===== config.mk =====
export PLATFORM = sky130hd
export DESIGN_NAME = res_spi_scheduler
export DESIGN_NICKNAME = d
export VERILOG_FILES = /design/src/rtl/res_sched_pkg.sv /design/src/rtl/res_spi_shifter.sv /design/src/rtl/res_spi_scheduler.sv
export SDC_FILE = /design/constraint.sdc
export NUM_CORES = 1
export LEC_CHECK = 0
export ABC_AREA = 1
export ABC_CLOCK_PERIOD_IN_PS = 5850
export CORE_MARGIN = 2
export CORE_UTILIZATION = 50
export CTS_CLUSTER_SIZE = 25
export DETAILED_ROUTE_END_ITERATION = 8
export PLACE_DENSITY = 0.76
export SETUP_SLACK_MARGIN = 0.05
export SLEW_MARGIN = 10
export SYNTH_ARGS = -nofsm -noshare
export SYNTH_HDL_FRONTEND = slang
export SYNTH_HIERARCHICAL = 1
export SYNTH_SLANG_ARGS = --single-unit

===== constraint.sdc =====
create_clock -name Clk -period 5.85 [get_ports Clk]
set_input_delay 1.4625 -clock Clk [delete_from_list [all_inputs] [get_ports Clk]]
set_output_delay 1.4625 -clock Clk [all_outputs]
set_load 0.01 [all_outputs]

===== src/rtl/res_sched_pkg.sv =====
// Shared types and helpers for the resistor-programming SPI scheduler.
package res_sched_pkg;

  localparam int MAX_CS = 16;
  localparam logic [MAX_CS-1:0] CS_INACTIVE = '1;

  typedef enum logic [2:0] {
    IDLE,
    SETUP,
    SHIFT,
    HOLD,
    GAP
  } state_e;

  // Circular search over the low n bits of vec, starting at index start (start < n).
  function automatic logic [3:0] first_set(input logic [MAX_CS-1:0] vec,
                                           input logic [3:0] start,
                                           input int n);
    logic [3:0] sel;
    logic found;
    int idx;
    sel   = '0;
    found = 1'b0;
    for (int i = 0; i < MAX_CS; i++) begin
      idx = int'(start) + i;
      if (idx >= n) idx = idx - n;
      if (i < n && !found && vec[idx[3:0]]) begin
        sel   = idx[3:0];
        found = 1'b1;
      end
    end
    return sel;
  endfunction

endpackage


===== src/rtl/res_spi_shifter.sv =====
// Mode-0 serialiser: CLK_DIV prescaler, bit counter and MSB-first shift register.
module res_spi_shifter #(
  parameter int DATA_W  = 16,
  parameter int CLK_DIV = 4
) (
  input  logic              Clk,
  input  logic              Rst,
  input  logic              load,
  input  logic [DATA_W-1:0] load_data,
  input  logic              start,
  output logic              ResClk,
  output logic              ResSDI,
  output logic              last_bit
);

  localparam int CW = (CLK_DIV > 1) ? $clog2(CLK_DIV) : 1;
  localparam int BW = (DATA_W > 1) ? $clog2(DATA_W) : 1;
  localparam logic [CW-1:0] DIV_MAX = CW'(CLK_DIV - 1);
  localparam logic [BW-1:0] BIT_MAX = BW'(DATA_W - 1);

  logic              active_q, active_d;
  logic              clk_q, clk_d;
  logic [CW-1:0]     div_q, div_d;
  logic [BW-1:0]     bit_q, bit_d;
  logic [DATA_W-1:0] sr_q, sr_d;

  always_comb begin
    active_d = active_q;
    clk_d    = clk_q;
    div_d    = div_q;
    bit_d    = bit_q;
    sr_d     = sr_q;
    if (load) sr_d = load_data;
    if (start) begin
      active_d = 1'b1;
      clk_d    = 1'b0;
      div_d    = DIV_MAX;
      bit_d    = BIT_MAX;
    end else if (active_q) begin
      if (div_q == '0) begin
        div_d = DIV_MAX;
        clk_d = ~clk_q;
        if (clk_q) begin
          // The LSB is left in place so it stays on ResSDI through HOLD.
          if (bit_q == '0) begin
            active_d = 1'b0;
          end else begin
            bit_d = bit_q - BW'(1);
            sr_d  = {sr_q[DATA_W-2:0], 1'b0};
          end
        end
      end else begin
        div_d = div_q - CW'(1);
      end
    end
  end

  always_ff @(posedge Clk or posedge Rst) begin
    if (Rst) begin
      active_q <= 1'b0;
      clk_q    <= 1'b0;
      div_q    <= '0;
      bit_q    <= '0;
      sr_q     <= '0;
    end else begin
      active_q <= active_d;
      clk_q    <= clk_d;
      div_q    <= div_d;
      bit_q    <= bit_d;
      sr_q     <= sr_d;
    end
  end

  assign ResClk   = clk_q;
  assign ResSDI   = sr_q[DATA_W-1];
  assign last_bit = active_q && clk_q && (div_q == '0) && (bit_q == '0);

endmodule


===== src/rtl/res_spi_scheduler.sv =====
// Arbitrates shadow-register channels onto the shared ResClk/ResSDI bus with per-channel ResCS.
// Build option: RES_SCHED_RR_EN selects round-robin grant instead of fixed lowest-index priority.
//
// state | meaning
// IDLE  | waiting for a pending channel; grants on the edge it sees one
// SETUP | ResCS low, ResClk low, MSB on ResSDI for CLK_DIV cycles
// SHIFT | DATA_W clock periods driven by the shifter
// HOLD  | ResClk low, ResCS still low, LSB held
// GAP   | all ResCS high; done pulses in the final cycle
module res_spi_scheduler
  import res_sched_pkg::*;
#(
  parameter int NUM_CS  = 8,
  parameter int DATA_W  = 16,
  parameter int CLK_DIV = 4
) (
  input  logic                      Clk,
  input  logic                      Rst,
  input  logic                      wr_en,
  input  logic [$clog2(NUM_CS)-1:0] wr_addr,
  input  logic [DATA_W-1:0]         wr_data,
  output logic [NUM_CS-1:0]         ResCS,
  output logic                      ResClk,
  output logic                      ResSDI,
  output logic                      busy,
  output logic                      done,
  output logic [$clog2(NUM_CS)-1:0] done_ch,
  output logic [NUM_CS-1:0]         pending
);

  localparam int AW  = $clog2(NUM_CS);
  localparam int AW1 = AW + 1;
  localparam int CW  = (CLK_DIV > 1) ? $clog2(CLK_DIV) : 1;
  localparam logic [CW-1:0] CNT_MAX = CW'(CLK_DIV - 1);

  state_e            state_q, state_d;
  logic [CW-1:0]     cnt_q, cnt_d;
  logic [AW-1:0]     cs_ch_q, cs_ch_d;
  logic [NUM_CS-1:0] pending_q, pending_d;
  logic [DATA_W-1:0] shadow_q [NUM_CS];
  logic [DATA_W-1:0] shadow_d [NUM_CS];

  logic              wr_ok, grant_fire, sh_load, sh_start, last_bit, sh_sdi, active;
  logic [AW-1:0]     grant;
  logic [MAX_CS-1:0] pend_ext;
  logic [3:0]        start_ext;

  assign wr_ok = wr_en && ({1'b0, wr_addr} < AW1'(NUM_CS));

  always_comb begin
    pend_ext = '0;
    pend_ext[NUM_CS-1:0] = pending_q;
  end

`ifdef RES_SCHED_RR_EN
  localparam logic [AW-1:0] LAST_CH = AW'(NUM_CS - 1);
  logic [AW-1:0] rr_start_q, rr_start_d;

  always_comb begin
    rr_start_d = rr_start_q;
    if (grant_fire) rr_start_d = (grant == LAST_CH) ? '0 : grant + AW'(1);
  end

  always_ff @(posedge Clk or posedge Rst) begin
    if (Rst) rr_start_q <= '0;
    else     rr_start_q <= rr_start_d;
  end

  assign start_ext = 4'(rr_start_q);
`else
  assign start_ext = '0;
`endif

  assign grant = AW'(first_set(pend_ext, start_ext, NUM_CS));

  always_comb begin
    state_d    = state_q;
    cnt_d      = cnt_q;
    cs_ch_d    = cs_ch_q;
    grant_fire = 1'b0;
    sh_load    = 1'b0;
    sh_start   = 1'b0;
    unique case (state_q)
      IDLE: begin
        if (|pending_q) begin
          grant_fire = 1'b1;
          sh_load    = 1'b1;
          cs_ch_d    = grant;
          cnt_d      = CNT_MAX;
          state_d    = SETUP;
        end
      end
      SETUP: begin
        if (cnt_q == '0) begin
          sh_start = 1'b1;
          state_d  = SHIFT;
        end else begin
          cnt_d = cnt_q - CW'(1);
        end
      end
      SHIFT: begin
        if (last_bit) begin
          cnt_d   = CNT_MAX;
          state_d = HOLD;
        end
      end
      HOLD: begin
        if (cnt_q == '0) begin
          cnt_d   = CNT_MAX;
          state_d = GAP;
        end else begin
          cnt_d = cnt_q - CW'(1);
        end
      end
      GAP: begin
        if (cnt_q == '0) state_d = IDLE;
        else             cnt_d   = cnt_q - CW'(1);
      end
      default: state_d = IDLE;
    endcase
  end

  // A same-cycle write to the granted channel wins, so its new word is queued.
  always_comb begin
    shadow_d  = shadow_q;
    pending_d = pending_q;
    if (grant_fire) pending_d[grant] = 1'b0;
    if (wr_ok) begin
      shadow_d[wr_addr]  = wr_data;
      pending_d[wr_addr] = 1'b1;
    end
  end

  always_ff @(posedge Clk or posedge Rst) begin
    if (Rst) begin
      state_q   <= IDLE;
      cnt_q     <= '0;
      cs_ch_q   <= '0;
      pending_q <= '0;
      for (int i = 0; i < NUM_CS; i++) shadow_q[i] <= '0;
    end else begin
      state_q   <= state_d;
      cnt_q     <= cnt_d;
      cs_ch_q   <= cs_ch_d;
      pending_q <= pending_d;
      shadow_q  <= shadow_d;
    end
  end

  res_spi_shifter #(
    .DATA_W  (DATA_W),
    .CLK_DIV (CLK_DIV)
  ) u_shifter (
    .Clk       (Clk),
    .Rst       (Rst),
    .load      (sh_load),
    .load_data (shadow_q[grant]),
    .start     (sh_start),
    .ResClk    (ResClk),
    .ResSDI    (sh_sdi),
    .last_bit  (last_bit)
  );

  assign active = (state_q == SETUP) || (state_q == SHIFT) || (state_q == HOLD);

  always_comb begin
    ResCS = CS_INACTIVE[NUM_CS-1:0];
    if (active) ResCS[cs_ch_q] = 1'b0;
  end

  assign ResSDI  = active & sh_sdi;
  assign busy    = (state_q != IDLE);
  assign done    = (state_q == GAP) && (cnt_q == '0);
  assign done_ch = cs_ch_q;
  assign pending = pending_q;

endmodule


== Yosys cells after proc, flatten, opt, wreduce, memory -nomap -nowiden ==
Cells that the tools add are included.

* $add $sub $neg: 3
* Order comparisons: 9
* Equal/unequal tests: 11
* Mux-type cells: 66
* Bitwise logic cells: 8
* Reductions and logical operators: 40

{| class="wikitable"
|+ Operators with widths
! operator !! number
|-
| two-way mux 16 bit || 9
|-
| bitwise mux 128 bit || 1
|-
| binary-select mux 16 bit (select 3 bit) || 1
|-
| demux 16 bit (select 3 bit) || 1
|-
| two-way mux 3 bit || 9
|-
| two-way mux 8 bit || 3
|-
| two-way mux 1 bit || 23
|-
| two-way mux 4 bit || 5
|-
| two-way mux 2 bit || 9
|-
| inverter 8 bit || 2
|-
| logical AND 1 bit || 15
|-
| case mux 3 bit (5 select lines) || 1
|-
| != test 2 bit (second input constant) || 7
|-
| less-than comparator 3 x 4 -> 1 bit (second input constant) || 3
|-
| demux 1 bit (select 3 bit) || 3
|-
| >= comparator 3 x 1 -> 1 bit (second input constant) || 3
|-
| AND 8 bit || 1
|-
| >= comparator 4 bit (second input constant) || 2
|-
| inverter 3 -> 4 bit || 2
|-
| bitwise OR 8 bit || 1
|-
| case mux 2 bit (4 select lines) || 1
|-
| AND reduction 4 bit || 2
|-
| OR reduction 8 bit || 1
|-
| zero test 1 bit || 7
|-
| other kinds (18) || 25
|}

* Register bits after elaboration: 168
* Output and inout port bits: 23
* Word-level logic and storage cells: 154

== Logic depth before layout (Yosys ltp) ==
Gate-level depths: netlist of the first run.

* Depth in word-level cells: 32
* Mapped depth: 17

== Hierarchy ==
Netlist of the first run, hierarchy kept.

{| class="wikitable"
|+ By module, submodules not included
! module !! instances !! cells each !! area an instance (sq um) !! seq. area each (sq um)
|-
| res_spi_scheduler || 1 || 983 || 7259.5 || 3603.5
|-
| res_spi_shifter || 1 || 157 || 1330.0 || 600.6
|}

== Worst setup path before layout of the first run ==
OpenSTA, ideal clock, no wires.

* Path kind: reg2out
* Start: reg state_q[0]
* End: out ResCS[1]
* Arrival: 1.035 ns
* Setup slack: 3.352 ns
* Stages on the path, launching flop included: 7
* Path buffers: 0
* Cells stage by stage: dfrtp_1 > nor2_1 > nand2_1 > nand2_1 > nor2_1 > nor2_1 > nand2_1

* Longest elaborated chain between the ends: 4

{| class="wikitable"
|+ RTL lines
! item !! RTL line !! text
|-
| start, declared || res_spi_scheduler.sv:36 || <nowiki>state_e state_q, state_d;</nowiki>
|-
| start signal, assigned || res_spi_scheduler.sv:142 || <nowiki>state_q <= state_d;</nowiki>
|-
| equality test 3 x 1 -> 1 bit / equality test 3 x 2 -> 1 bit (equally long branches) || res_spi_scheduler.sv:164 || <nowiki>assign active = (state_q == SETUP) || (state_q == SHIFT) || (state_q == HOLD);</nowiki>
|-
| logical OR 1 bit || res_spi_scheduler.sv:164 ||
|-
| logical OR 1 bit (*) || res_spi_scheduler.sv:164 ||
|-
| two-way mux 8 bit (*) || res_spi_scheduler.sv:168 || <nowiki>if (active) ResCS[cs_ch_q] = 1'b0;</nowiki>
|-
| end, declared || res_spi_scheduler.sv:22 || <nowiki>output logic [NUM_CS-1:0] ResCS,</nowiki>
|}

Mark *: on every way between the ends. The rest lies on a longest branch, timed or not.

== Worst setup path after layout of the first run ==
* Start: reg state_q[0]
* End: out ResCS[5]

Same word-level chain as after synthesis.

==> run summary, run 1 <==
The run finished with clean final reports. The detail-routed via count per cell came out at 5.303. For the number of max-slew violations in the final report, the log shows 0. The final worst-path cycle share was 0.6115. The synthesized area divided by synthesized cell count came out at 7.535 sq um. The clock passes through at most 2 buffers.

The tools report the worst hold endpoint as shadow_q[108]. The post-layout utilization of the core was 0.5794; the fmax was 279.6 MHz. The path category of the worst min-delay check is register to register.

The fraction of the mapped netlist area in simple logic gates is 0.2642. The number of port buffers works out to 44. Of all nets on the critical path, the largest fanout is 5.

The number of hold buffers added after CTS was 0. Adder and majority gate portion of the synthesized area: 0.004370. The parity-gate share of the synthesized area counting xor and xnor cells is 0, and the area growth from synthesis to layout is 12.66%. Synthesis handed over a netlist of 1,140 instances. The number of failing hold endpoints at the final stage was 0.

The startpoint of the worst register-to-register path was pending[2]. The startpoint-to-endpoint class of the critical path is register to primary output. At the end of routability-driven placement, the weighted congestion stood at 0.8144.

The endpoint identified for the worst register-to-register timing path is u_shifter/sr_q[9]. The root buffer cell chosen for the clock tree is clkbuf_16. For this block, the via count after detailed routing is 7,382. For the number of nets in the synthesized netlist, the log shows 1,165. The vertical extent of the die came out at 135.1 microns. The reported max-cap violation count came out at 0. The die covers 18,240 sq um. The I/O pin total was 45; the total number of H-tree levels was 4. The clock period could shrink to 3.577 ns. At the pin with the least slew margin, the transition time is 1.159 ns.

The largest area contributor in the netlist was dfrtp_1. The clock drives 168 sinks. Overall power consumption after layout is estimated at 2.949 mW. After filler insertion, the fill cell instance count of the layout stands at 1,536. For the maximum vdd ir drop, the log shows 0.2296 mV. By area the synthesized netlist is led by dfrtp_1, nand2_1, inv_1, o21ai_0, nand3_1. Summed over all cells, the static leakage comes to 4.918 nW. Setup repair after global routing left no endpoint under its margin.

At the later pin of the worst-skew pair, clock insertion delay measures 0.43 ns. STA classifies the critical path endpoint as a primary output. The CTS buffer count came out at 17. Global-route wire length before repair: 34,310 microns. After synthesis the netlist holds a flip-flop and latch count of 168. The routed design has 20,480 microns of wire.

Row generation in the floorplan step produced 47 rows. For the setup TNS, the log shows 0 ns. The tools report the worst hold path startpoint as shadow_q[108]. The average wire length per cell after detail routing was 14.71 microns.

By area, the combinational part of the netlist is dominated by simple AND/OR/NAND/NOR gates. The clock arrives with 0.009635 ns of skew. The mapped cell area was 8589 sq um; the antenna diode instance count was 0.

The required time at the worst-slack endpoint was 4.39 ns. The initial core utilization was 0.5143. The first routing iteration left 728 violations. The total congestion overflow is 0, and the core footprint is 16,700 sq um. The setup check on the worst reg-to-reg path leaves a slack of 2.58 ns. The detailed-route DRC error count is 0, and the total routing usage reported by global routing is 0.2403.

The fraction of post-synthesis cell area in the top cell type by area works out to 0.4894. In the final design database the tool counted 1,185 nets. The worst setup path is launched from a register.

The via count of the first global-routing pass is 6,821, and the sequential fraction of the synthesis area is 0.4894. In this run, post-CTS repair resized a total of 0 instances. Once detailed placement completed, the half-perimeter wirelength came to 12,540 microns.

The post-synthesis compound-gate area fraction works out to 0.1176. Setup violations remaining at the end of the flow were counted as 0. The clock slew at the register clock pins of the worst setup and hold paths works out to 0.06 ns.

After clock tree synthesis, the setup repair step added 0 buffers. Entering global routing, the biggest net connects 67 pins. The count of yosys warnings during synthesis came out at 6.

At the worst endpoint, the arrival time is 2.11 ns. TritonCTS built the clock tree. The power density of the placed cells is 304.8 nW/um^2. Number of antenna violations at the first check in global routing: 1.

Before antenna repair, the detailed router went through 5 iterations. The portion of netlist area occupied by mux cells is 0. The cell depth of the worst min-delay path is 2, and the remaining antenna violation count is 0. The count of distinct cell types in the synthesized netlist is 32, and the x dimension of the die is 135.1 microns.

Relative slew slack: 0.2252. The worst register-to-register path has a depth of 16. Share of cells above drive strength 1: 0.07338.
[worst max path at each step]
stage | slack, ns | start | to | cells past startpoint
after floorplan | 0.52 | Rst | cnt_q[0] | 1
after global placement | 2.34 | wr_en | shadow_q[18] | 5
after detailed placement | 2.28 | wr_en | shadow_q[18] | 5
after CTS | 2.25 | state_q[0] | ResCS[5] | 7
after global routing | 2.06 | state_q[0] | ResCS[5] | 7
final | 2.27 | state_q[0] | ResCS[5] | 7
[flip-flops by register name, summed over array words and instances (netlist names)]
| register | cells |
|---|---|
| u_shifter/div_q | 2 |
| state_q | 3 |
| shadow_q | 128 |
| cnt_q | 2 |
| u_shifter/sr_q | 16 |
| u_shifter/ResClk | 1 |
| u_shifter/active_q | 1 |
| done_ch | 3 |
| pending | 8 |
| u_shifter/bit_q | 4 |
[cells by family (layout without fill, tap and decap cells)]
| logic type | Yosys count | after routing |
|---|---|---|
| simple gates | 528 | 528 |
| flops | 168 | 168 |
| compound gates | 186 | 186 |
| fa+ha+maj | 3 | 3 |
| buf+inv | 255 | 287 |
[layout by cell type (no fill, tap or decap), drive strengths merged]
cell type      netlist  layout
clkbuf              28      24
nor2                56      56
nand4                2       2
dfrtp              168     168
nand2              343     343
nor3                 3       3
a21oi               21      21
nand3              123     123
clkdlybuf4s50        0      44
o21ai              158     158
clkinvlp             0       3
o21bai               1       1
ha                   3       3
bufinv               0       2
nand3b               1       1
buf                 27      12
o211ai               4       4
inv                200     200
a31oi                1       1
a41oi                1       1
clkinv               0       2
[per-layer routing]
layer	track usage	wire, microns	vias to the layer above
li1	-	-	3569
met4	0.07523	325	0
met2	0.3700	9148	281
met3	0.04730	1490	29
met5	0	0	-
met1	0.3449	9516	3503
[synthesized netlist by cell type]
| master | number |
|---|---|
| nand4_4 | 1 |
| ha_1 | 3 |
| a31oi_1 | 1 |
| nand2_2 | 15 |
| nand3_2 | 1 |
| buf_4 | 4 |
| nand3b_1 | 1 |
| inv_2 | 2 |
| nor2_1 | 50 |
| o21ai_2 | 15 |
| buf_2 | 11 |
| o21ai_0 | 141 |
| nand3_4 | 1 |
| nand2_4 | 1 |
| nand4_1 | 1 |
| o211ai_1 | 3 |
| o211ai_2 | 1 |
| clkbuf_1 | 28 |
| buf_6 | 11 |
| nand3_1 | 121 |
| buf_1 | 1 |
| o21ai_1 | 2 |
| nor2_2 | 2 |
| a41oi_1 | 1 |
| o21bai_1 | 1 |
| nor2_8 | 1 |
| nor3_1 | 3 |
| dfrtp_1 | 168 |
| nand2_1 | 327 |
| a21oi_1 | 21 |
| inv_1 | 198 |
| nor2_4 | 3 |
[through the flow]
stage	hold slack (ns)	instances	setup slack, ns	cell area, sq um
finish	0.4811	1392	2.273	9677
detailed placement	0.4724	1361	2.280	9092
CTS	0.4881	1392	2.252	9677
global placement	0.4632	1361	2.336	9092
floorplan	0.4489	1140	0.5212	8589
global route	0.5045	1392	2.056	9677
[power breakdown]
group	internal [mW]	switching, mW
combinational	0.167	0.244
clock	0.670	0.448
sequential	1.33	0.0887
[critical path, cell delays in order, from the launching register on]
cell and delay [ns]:
dfrtp_1 0.41, nor2_1 0.19, nand2_1 0.10, nand2_1 0.09, nor2_1 0.07, nor2_1 0.23, nand2_1 0.10, clkdlybuf4s50_1 0.49
[final cells by class]
class	count	area [sq um]	area share
repair buffers	56	530.5	0.05482
well taps	220	275.3	0.02845
clock inverters	7	92.59	0.009568
flip-flops and latches	168	4204	0.4344
multi-input cells	717	3327	0.3438
clock buffers	24	491.7	0.05081
inverters	200	755.7	0.07810
No activity file was read; power rests on OpenSTA's default activity.
==> run 2, diff against run 1 <==
--- a/config.mk
+++ b/config.mk
@@ -6,7 +6,7 @@
 export NUM_CORES = 1
 export LEC_CHECK = 0
 export ABC_AREA = 1
-export ABC_CLOCK_PERIOD_IN_PS = 5850
+export ABC_CLOCK_PERIOD_IN_PS = 3600
 export CORE_MARGIN = 2
 export CORE_UTILIZATION = 50
 export CTS_CLUSTER_SIZE = 25
==> constraint.sdc (replaced) <==
create_clock -name Clk -period 3.6 [get_ports Clk]
set_input_delay 0.9 -clock Clk [delete_from_list [all_inputs] [get_ports Clk]]
set_output_delay 0.9 -clock Clk [all_outputs]
set_load 0.01 [all_outputs]
==> run summary, run 2 (same netlist as run 1, synthesis figures left out) <==
The tools report the DRC marker count from the first detailed-route iteration as 676. The tools report the number of failing hold endpoints at the final stage as 0. The required time at the worst-slack endpoint is 2.70 ns. In the final design database the tool counted 1,191 nets.

The clock net in this run drives a total of 168 sinks. The worst register-to-register path has a setup slack of 1.00 ns. In the layout the commonest cells are nand2_1, inv_1, dfrtp_1, o21ai_0, nand3_1. The worst-case clock skew is 0.008144 ns.

The die is 135.1 microns tall. At the pin with the least slew margin, the transition time is 1.064 ns. Via count of the first global-routing pass: 6,740. The CTS buffer count is 17.

The pre-antenna-repair detailed-routing pass consisted of 5 iterations. Setup repair after global routing left no endpoint under its margin. The relative slew slack was 0.2883; the clock period minus worst slack was 2.959 ns.

The antenna diode instance count is 0, and the area enclosed by the die boundary is 18,240 sq um. The routed length on met2 is 9284 microns. The tools report the start point of the critical path as state_q[0]. The register containing the most flip-flops in the final layout was shadow_q.

The run gives 0 as the detailed-route DRC error count. The arrival time of the worst setup path was 2.06 ns; the total of endpoints with negative setup slack in the final report was 0. The final worst-path cycle share came out at 0.8218. The first global-routing pass estimated 34,470 microns of wire. The detailed router put a total of 9580 microns of wire on met1.

The logs give 3327 sq um for the total area of multi-input combinational cells and 0.5143 for the initial core utilization. The later pin in the worst-skew pair is clocked with a latency of 0.43 ns. After detailed placement, the design holds a cell count of 1,367. At the end of routability-driven placement, the weighted congestion stood at 0.7986. Share of cells above drive strength 1: 0.07895. The x dimension of the die works out to 135.1 microns. The endpoint identified for the worst register-to-register timing path is u_shifter/sr_q[13]. The tools report the endpoint class of the critical path as a primary output. Summed over all cells, the static leakage comes to 4.963 nW. In the routed layout, each cell is associated on average with a via count of 5.183. The library cell used most frequently in the layout, excluding fill and tap cells, is nand2_1. The worst hold path belongs to the class register to register. The flow ran to the end, and the final reports show no timing, DRC or antenna violations. Following the worst setup path forward leads to its endpoint at ResCS[3]. The tree is rooted in a clkbuf_16.

The clock tree synthesis step divided the H-tree into 4 levels. In this design, the stage delay of the slowest critical-path cell is 0.49 ns. Of all nets on the critical path, the largest fanout is 5. After floorplanning, the core was sized to cover 16,700 sq um. The logs give 0.2430 for the total routing usage reported by global routing and 45 for the I/O pin total. The number of port buffers was 44. Adding up every negative setup slack in the final design gives 0 ns. Clock-pin slew was measured on the worst setup and hold paths at 0.06 ns.

The area growth from synthesis to layout is 13.88%. After floorplanning, the core was divided into 47 placement rows. The startpoint-to-endpoint class of the critical path is register to primary output.

The clock passes through at most 2 buffers. Fill cells in the final layout number 1,577. The register with the most flip-flops in the layout has 128 of them. Static timing analysis puts the maximum clock frequency at 338.0 MHz.

The startpoint identified for the worst register-to-register timing path is pending[2]. Summing all flip-flop and latch instances after layout gives 4204 sq um. The finished layout holds 1,398 standard cells, fillers aside. The tools report the maximum vdd ir drop as 0.3519 mV. The maximum number of pins on one net before global-route repair was 66; the HPWL after detailed placement was 12,770 microns. The power density of the placed cells was 497.6 nW/um^2. TritonCTS built the clock tree. Number of gates resized after cts: 0. The reported max-cap violation count is 0, and the length in cells of the worst reg-to-reg path is 16. Topmost layer with routed signal wires: met4. The number of antenna violations at the first check in global routing was 0; the sum of met3 wire segment lengths after detailed routing was 1406 microns. Summed over all layers, the global routing overflow is 0. The tools report the startpoint type of the worst setup path as a register. The number of max-slew violations in the final report is 0. Hold repair after CTS inserted 0 buffers. Number of setup buffers added after CTS: 0. Slowest library cell on the worst path: clkdlybuf4s50_1. The count of nets left with antenna violations once routing finished came out at 0. The routed layout has 7,246 vias. Traced cell by cell, the critical path runs through nor2_1 -> nand2_1 -> nand2_1 -> nor2_1 -> nor2_1 -> nand2_1 -> clkdlybuf4s50_1. In the final routed layout, each cell accounts on average for 14.80 microns. For the aggregate routed wire length, the log shows 20,700 microns.
[run 2: changes by cell type in the layout (fill, tap and decap cells not counted)]
cell and change:
clkinvlp_4 +1, clkbuf_8 -3, buf_4 +2, buf_12 +4
clkbuf_1 -1, clkinv_4 +2, bufinv_16 +1
[run 2: final cells by class]
class / instances / share of cell area
clock buffer: 20 / 0.04566
inverter: 200 / 0.07713
tap: 220 / 0.02814
clock inverter: 11 / 0.01522
sequential: 168 / 0.4298
multi-input combinational: 717 / 0.3401
timing repair buffer: 62 / 0.06395
[run 2: per-layer routing]
metal / up-vias / GRT usage
met3: 40 / 0.05143
met1: 3374 / 0.3510
li1: 3581 / -
met2: 251 / 0.3697
met5: - / 0
met4: 0 / 0.07465
[run 2: power breakdown]
part	switching [mW]	leakage (nW)	internal [mW]
Sequential	0.145	2.07	2.16
Combinational	0.419	2.61	0.280
Clock	0.753	0.282	1.11
[run 2: worst min path at each step]
stage | start | cells past startpoint | slack, ns | end
after floorplan | u_shifter/bit_q[0] | 2 | 0.45 | u_shifter/bit_q[0]
after CTS | shadow_q[94] | 2 | 0.49 | shadow_q[94]
after global placement | u_shifter/bit_q[0] | 2 | 0.46 | u_shifter/bit_q[0]
after global routing | shadow_q[34] | 2 | 0.50 | shadow_q[34]
final | shadow_q[124] | 2 | 0.48 | shadow_q[124]
after detailed placement | shadow_q[82] | 2 | 0.47 | shadow_q[82]
[run 2: worst max-delay path, delay by kind of cell, from the launching register on]
kind / cells / cell delay (ns)
buffers and inverters: 1 / 0.49
DFF: 1 / 0.42
and+or+nand+nor: 6 / 0.73
[run 2: per-stage QoR]
step,hold WS (ns),utilization,setup WS [ns],power (mW),instance area [sq um]
detailed placement,0.4724,0.5500,0.8787,3.028,9186
finish,0.4814,0.5857,0.6414,4.868,9782
floorplan,0.4489,-,0.8950,2.836,8593
CTS,0.4876,0.5857,0.6217,4.891,9782
global route,0.4955,0.5857,0.4596,5.132,9782
global placement,0.4633,0.5500,0.9156,3.000,9186
==> RTL change 1: new RTL, settings of run 2 <==
Re-encode `state_e` (5 states) as one-hot, 5 bits wide.
--- a/src/rtl/res_sched_pkg.sv
+++ b/src/rtl/res_sched_pkg.sv
@@ -6,8 +6,8 @@
 
-  typedef enum logic [2:0] {
-    IDLE,
-    SETUP,
-    SHIFT,
-    HOLD,
-    GAP
+  typedef enum logic [4:0] {
+    IDLE  = 5'b00001,
+    SETUP = 5'b00010,
+    SHIFT = 5'b00100,
+    HOLD  = 5'b01000,
+    GAP   = 5'b10000
   } state_e;
Formal check against the unedited RTL: no difference found for any inputs over 10 cycles, from zero or initial values and one cycle with Rst high; not proved beyond that.
==> RTL change 1 against run 2 <==
  * Clock skew is 1.2 ps lower
  * Global-route usage is 0.34 points lower
  * Non-clock buffer count is 2 lower
  * Area after synthesis is 0.90% higher
  * Cell area is 0.64% higher
  * Synthesized cell count is 0.79% higher
  * Sequential cell count is 2 higher
  * Worst setup slack worse by 130 ps
  * Wire length is 1.6% lower
  * Power is 0.14% higher
  * Critical path type unchanged
  * Largest cell class unchanged
==> RTL change 1: results (changes against run 2) <==
| Metric | Value |
|---|---|
| Placed cell areas | `0.00925 mm2 (+0.67%)` |
| WHS Endpoint | `cnt_q[1]` |
| Total GRT Usage | `24.0% (-0.34 points)` |
| Share of post-route cells with drive strength above 1 | `7.59% (-0.30 points)` |
| Clk_skew | `6.99 ps (-1.15 ps)` |
| R2r worst-path depth | `10 (-6)` |
| HPWL after DPL | `12.8 mm (+0.58%)` |
| Switch Pwr | `1.29 mW (-2.3%)` |
| Reg power frac | `47.7% (+0.3 points)` |
| Reg-to-reg slack, setup | `930 ps (-70 ps)` |
| Gpl congestion | `0.816 (+2.2%)` |
| Fill count | `1575 (-0.13%)` |
| Count of cell types in the netlist | `33 (+3.1%)` |
| Avg Vias per Cell | `5.18 (about the same)` |
| M2 GR Usage | `39.5% (+2.5 points)` |
| Inst Count DP | `1379 (+0.88%)` |
| Largest cells by area after synthesis | `dfrtp_1 49%, nand2_1 15%, o21ai_0 9.2%` |
| Layout area overhead | `13.6%` |
| Clock share of power | `38.5% (+0.3 points)` |
| Status | `finished, final reports clean` |
| Final wirelength | `20.4 mm (-1.6%)` |
| Vias in the first global route | `6940 (+3.0%)` |
| First-pass GRT wire length | `34.5 mm (+0.24%)` |
| Place WS | `836 ps (-42.6 ps)` |
| Crit path to | `ResCS[5]` |
| Tmin final | `3090 ps (+129 ps)` |
==> RTL change 1: cell types whose count changed after synthesis, sizes merged, moves of 6 or more <==
cell	before	now
nand2	343	365
nor2	56	34
o21ai	158	177
a21oi	21	4
nand3	123	129
==> RTL change 1: cells by family (layout without fill, tap and decap cells) <==
kind of cell,count (synthesis),after routing,synth area share [%]
flops,170,170,49.1
compound gates,184,184,11.4
fa+ha+maj,3,3,0.433
simple gates,538,538,26.7
buf+inv,254,290,12.3
==> RTL change 1: cell type report <==
| type | instances | area share [%] |
|---|---|---|
| Clock buffer | 24 | 4.89 |
| Tap cell | 225 | 2.86 |
| Timing Repair Buffer | 60 | 6.20 |
| Clock inverter | 7 | 1.17 |
| Inverter | 199 | 7.63 |
| Multi-Input combinational cell | 725 | 34.0 |
| Sequential cell | 170 | 43.2 |
==> RTL change 1: worst min-delay path: stages (launching register included) <==
cell and delay (ps):
dfrtp_1 350, nand2_1 60, nand2_1 50
==> RTL change 2: new RTL, config.mk and constraints of run 2 <==
Without the edit above. Build with the macro `RES_SCHED_RR_EN` defined.
--- a/src/rtl/res_spi_scheduler.sv
+++ b/src/rtl/res_spi_scheduler.sv
@@ -9,2 +9,4 @@
 // GAP   | all ResCS high; done pulses in the final cycle
+`define RES_SCHED_RR_EN
+
 module res_spi_scheduler
Behaviour: no difference found for any inputs over 4 cycles, from zero or initial values and one cycle with Rst high; that may be too few to reach the edited logic, so the function may still have changed.
==> RTL change 2 against run 2 <==
  * Cell area is 7.9% higher
  * Worst setup slack worse by 250 ps
  * Hold slack worse by 5.0 ps
  * Wire length is 13% higher
  * Critical path depth is 16 higher
  * Area after synthesis is 8.3% higher
  * Sequential cell count is 3 higher
  * Die area is 8.1% higher
  * Power is 3.4% higher
  * Largest power group unchanged
==> RTL change 2: results (changes against run 2) <==
| Metric | Value |
|---|---|
| Status | `finished, final reports clean` |
| R2r worst-path depth | `23 (+7)` |
| CTS buffer count | `17 (unchanged)` |
| Clock Latency Late Sink | `430 ps (about the same)` |
| First-pass GRT wire length | `38.9 mm (+13%)` |
| Initial antenna violation count | `0 (unchanged)` |
| Largest cells by area after synthesis | `dfrtp_1 46%, nand2_1 19%, o21ai_0 8.6%` |
| Share of post-route cells with drive strength above 1 | `9.42% (+1.5 points)` |
| Ys flop type | `dfrtp_1` |
| Cells after synthesis | `1247 (+9.4%)` |
| Clock slew at reported path FFs | `60 ps (about the same)` |
| Final hold slack | `476 ps (-5.02 ps)` |
| Post-synthesis sequential area ratio | `46.0% (-3.0 points)` |
| Detailed-route via count | `8168 (+13%)` |
| Normalized max-slew margin | `20.7% (-8.1 points)` |
| Clk root buf | `clkbuf_16` |
| Count of cell types in the netlist | `34 (+6.3%)` |
| Avg Vias per Cell | `5.40 (+4.2%)` |
| Clk_skew | `8.03 ps (-0.112 ps)` |
| Critical hold path startpoint | `shadow_q[45]` |
| Post-DRT Antenna Nets | `0 (unchanged)` |
| Maximum VDD drop | `0.000348 V (-1.2%)` |
| Port bufs | `44 (unchanged)` |
| Max clock buf depth | `2 (unchanged)` |
| Register with the most flip-flops | `shadow_q` |
| CTS H-Tree Depth | `4 (unchanged)` |
| Largest stage delay on the critical path | `380 ps (-110 ps)` |
| CP max stage cell | `ha_1` |
| WHS Endpoint | `shadow_q[45]` |
| Post-synth top cells | `463 x nand2_1, 171 x dfrtp_1, 160 x o21ai_0` |
| Crit Reg-Reg Endpoint | `u_shifter/sr_q[5]` |
| Cell mode on critical path | `nand2_1` |
| Worst Hold Class | `flip-flop to flip-flop` |
| Vias in the first global route | `7764 (+15%)` |
| Reg-to-reg slack, setup | `400 ps (-600 ps)` |
| HPWL after DPL | `14.1 mm (+11%)` |
| Gpl congestion | `0.910 (+14%)` |
| Final wirelength | `23.4 mm (+13%)` |
| Worst hold path cell count | `2 (unchanged)` |
| # diodes | `0 (unchanged)` |
| FFs w/ async S/R, synth | `100% (unchanged)` |
| Largest net degree at the start of global routing | `83 (+26%)` |
| Reg-to-Reg Start | `rr_start_q[0]` |
| Initial drt markers | `751 (+11%)` |
| Total GRT Usage | `24.7% (+0.35 points)` |
| Place WS | `407 ps (-472 ps)` |
| Max FO, Critical Path | `29 (+24)` |
| Fill count | `1626 (+3.1%)` |
| Inst Count DP | `1480 (+8.3%)` |
| Layout Nets | `1299 (+9.1%)` |
| Critical path arrival | `3500 ps (+1440 ps)` |
| Static Leakage | `5.28 nW (+6.5%)` |
| Max reg flops | `128 (unchanged)` |
| First-pass iteration count of the detailed router | `5 (unchanged)` |
==> RTL change 2: logic make-up (layout without fill, tap and decap cells) <==
family / after synthesis / after routing / synth area share, %
simple gates: 682 / 682 / 32.1
fa+ha+maj: 6 / 6 / 0.807
flops: 171 / 171 / 46.0
compound gates: 191 / 191 / 10.9
buf+inv: 194 / 231 / 9.84
xor+xnor: 3 / 3 / 0.282
==> RTL change 2: how the worst max path moves through the flow <==
stage | startpoint | endpoint | slack [ps] | depth (start not counted)
floorplan | rr_start_q[0] | u_shifter/sr_q[10] | 670 | 26
detailed placement | rr_start_q[1] | u_shifter/sr_q[4] | 410 | 21
global placement | rr_start_q[0] | u_shifter/sr_q[4] | 390 | 19
CTS | rr_start_q[1] | u_shifter/sr_q[4] | 370 | 21
finish | rr_start_q[0] | u_shifter/sr_q[5] | 400 | 23
global route | rr_start_q[0] | u_shifter/sr_q[10] | 110 | 23
==> RTL change 2: where the power goes <==
| group | internal [mW] | total (mW) | leakage (nW) | switching [mW] |
|---|---|---|---|---|
| sequential | 2.19 | 2.34 | 2.13 | 0.147 |
| combinational | 0.272 | 0.612 | 2.84 | 0.340 |
| clock | 1.32 | 2.08 | 0.322 | 0.758 |
==> RTL change 2: through the flow <==
stage / util, % / cell area (um2)
2_1_floorplan: - / 9310
3_3_place_gp: 54.5 / 9850
3_5_place_dp: 54.5 / 9850
4_1_cts: 58.2 / 10500
5_1_grt: 58.4 / 10600
6_report: 58.4 / 10600
==> RTL change 2: critical path, delay by kind of cell (launching register included) <==
| kind | cells | cell delay [ps] |
|---|---|---|
| and+or+nand+nor | 17 | 1660 |
| buffers and inverters | 3 | 490 |
| adders and majority gates | 1 | 380 |
| DFF | 1 | 360 |
| AOI/OAI and AO/OA | 2 | 180 |
==> RTL change 2: metal layers <==
layer,vias to the layer above,global-route usage [%],part of all wire [%]
li1,3998,-,-
met1,3866,34.3,45
met2,272,40.2,48
met3,32,3.62,5.8
met4,0,7.60,1.9
met5,-,0,0
==> RTL change 2: layout make-up <==
class                   count  area [um2]  area share, %
multi-input cells         882        4120           39.1
repair buffers             69         708           6.71
clock inverters            11         215           2.04
clock buffers              21         450           4.27
inverters                 130         492           4.66
flip-flops and latches    171        4280           40.6
well taps                 229         287           2.71
==> RTL change 2: what timing repair did <==
item                       in CTS  in global routing
gates resized for setup         0                  4
buffers inserted                0                  0
setup endpoints to repair       0                  4
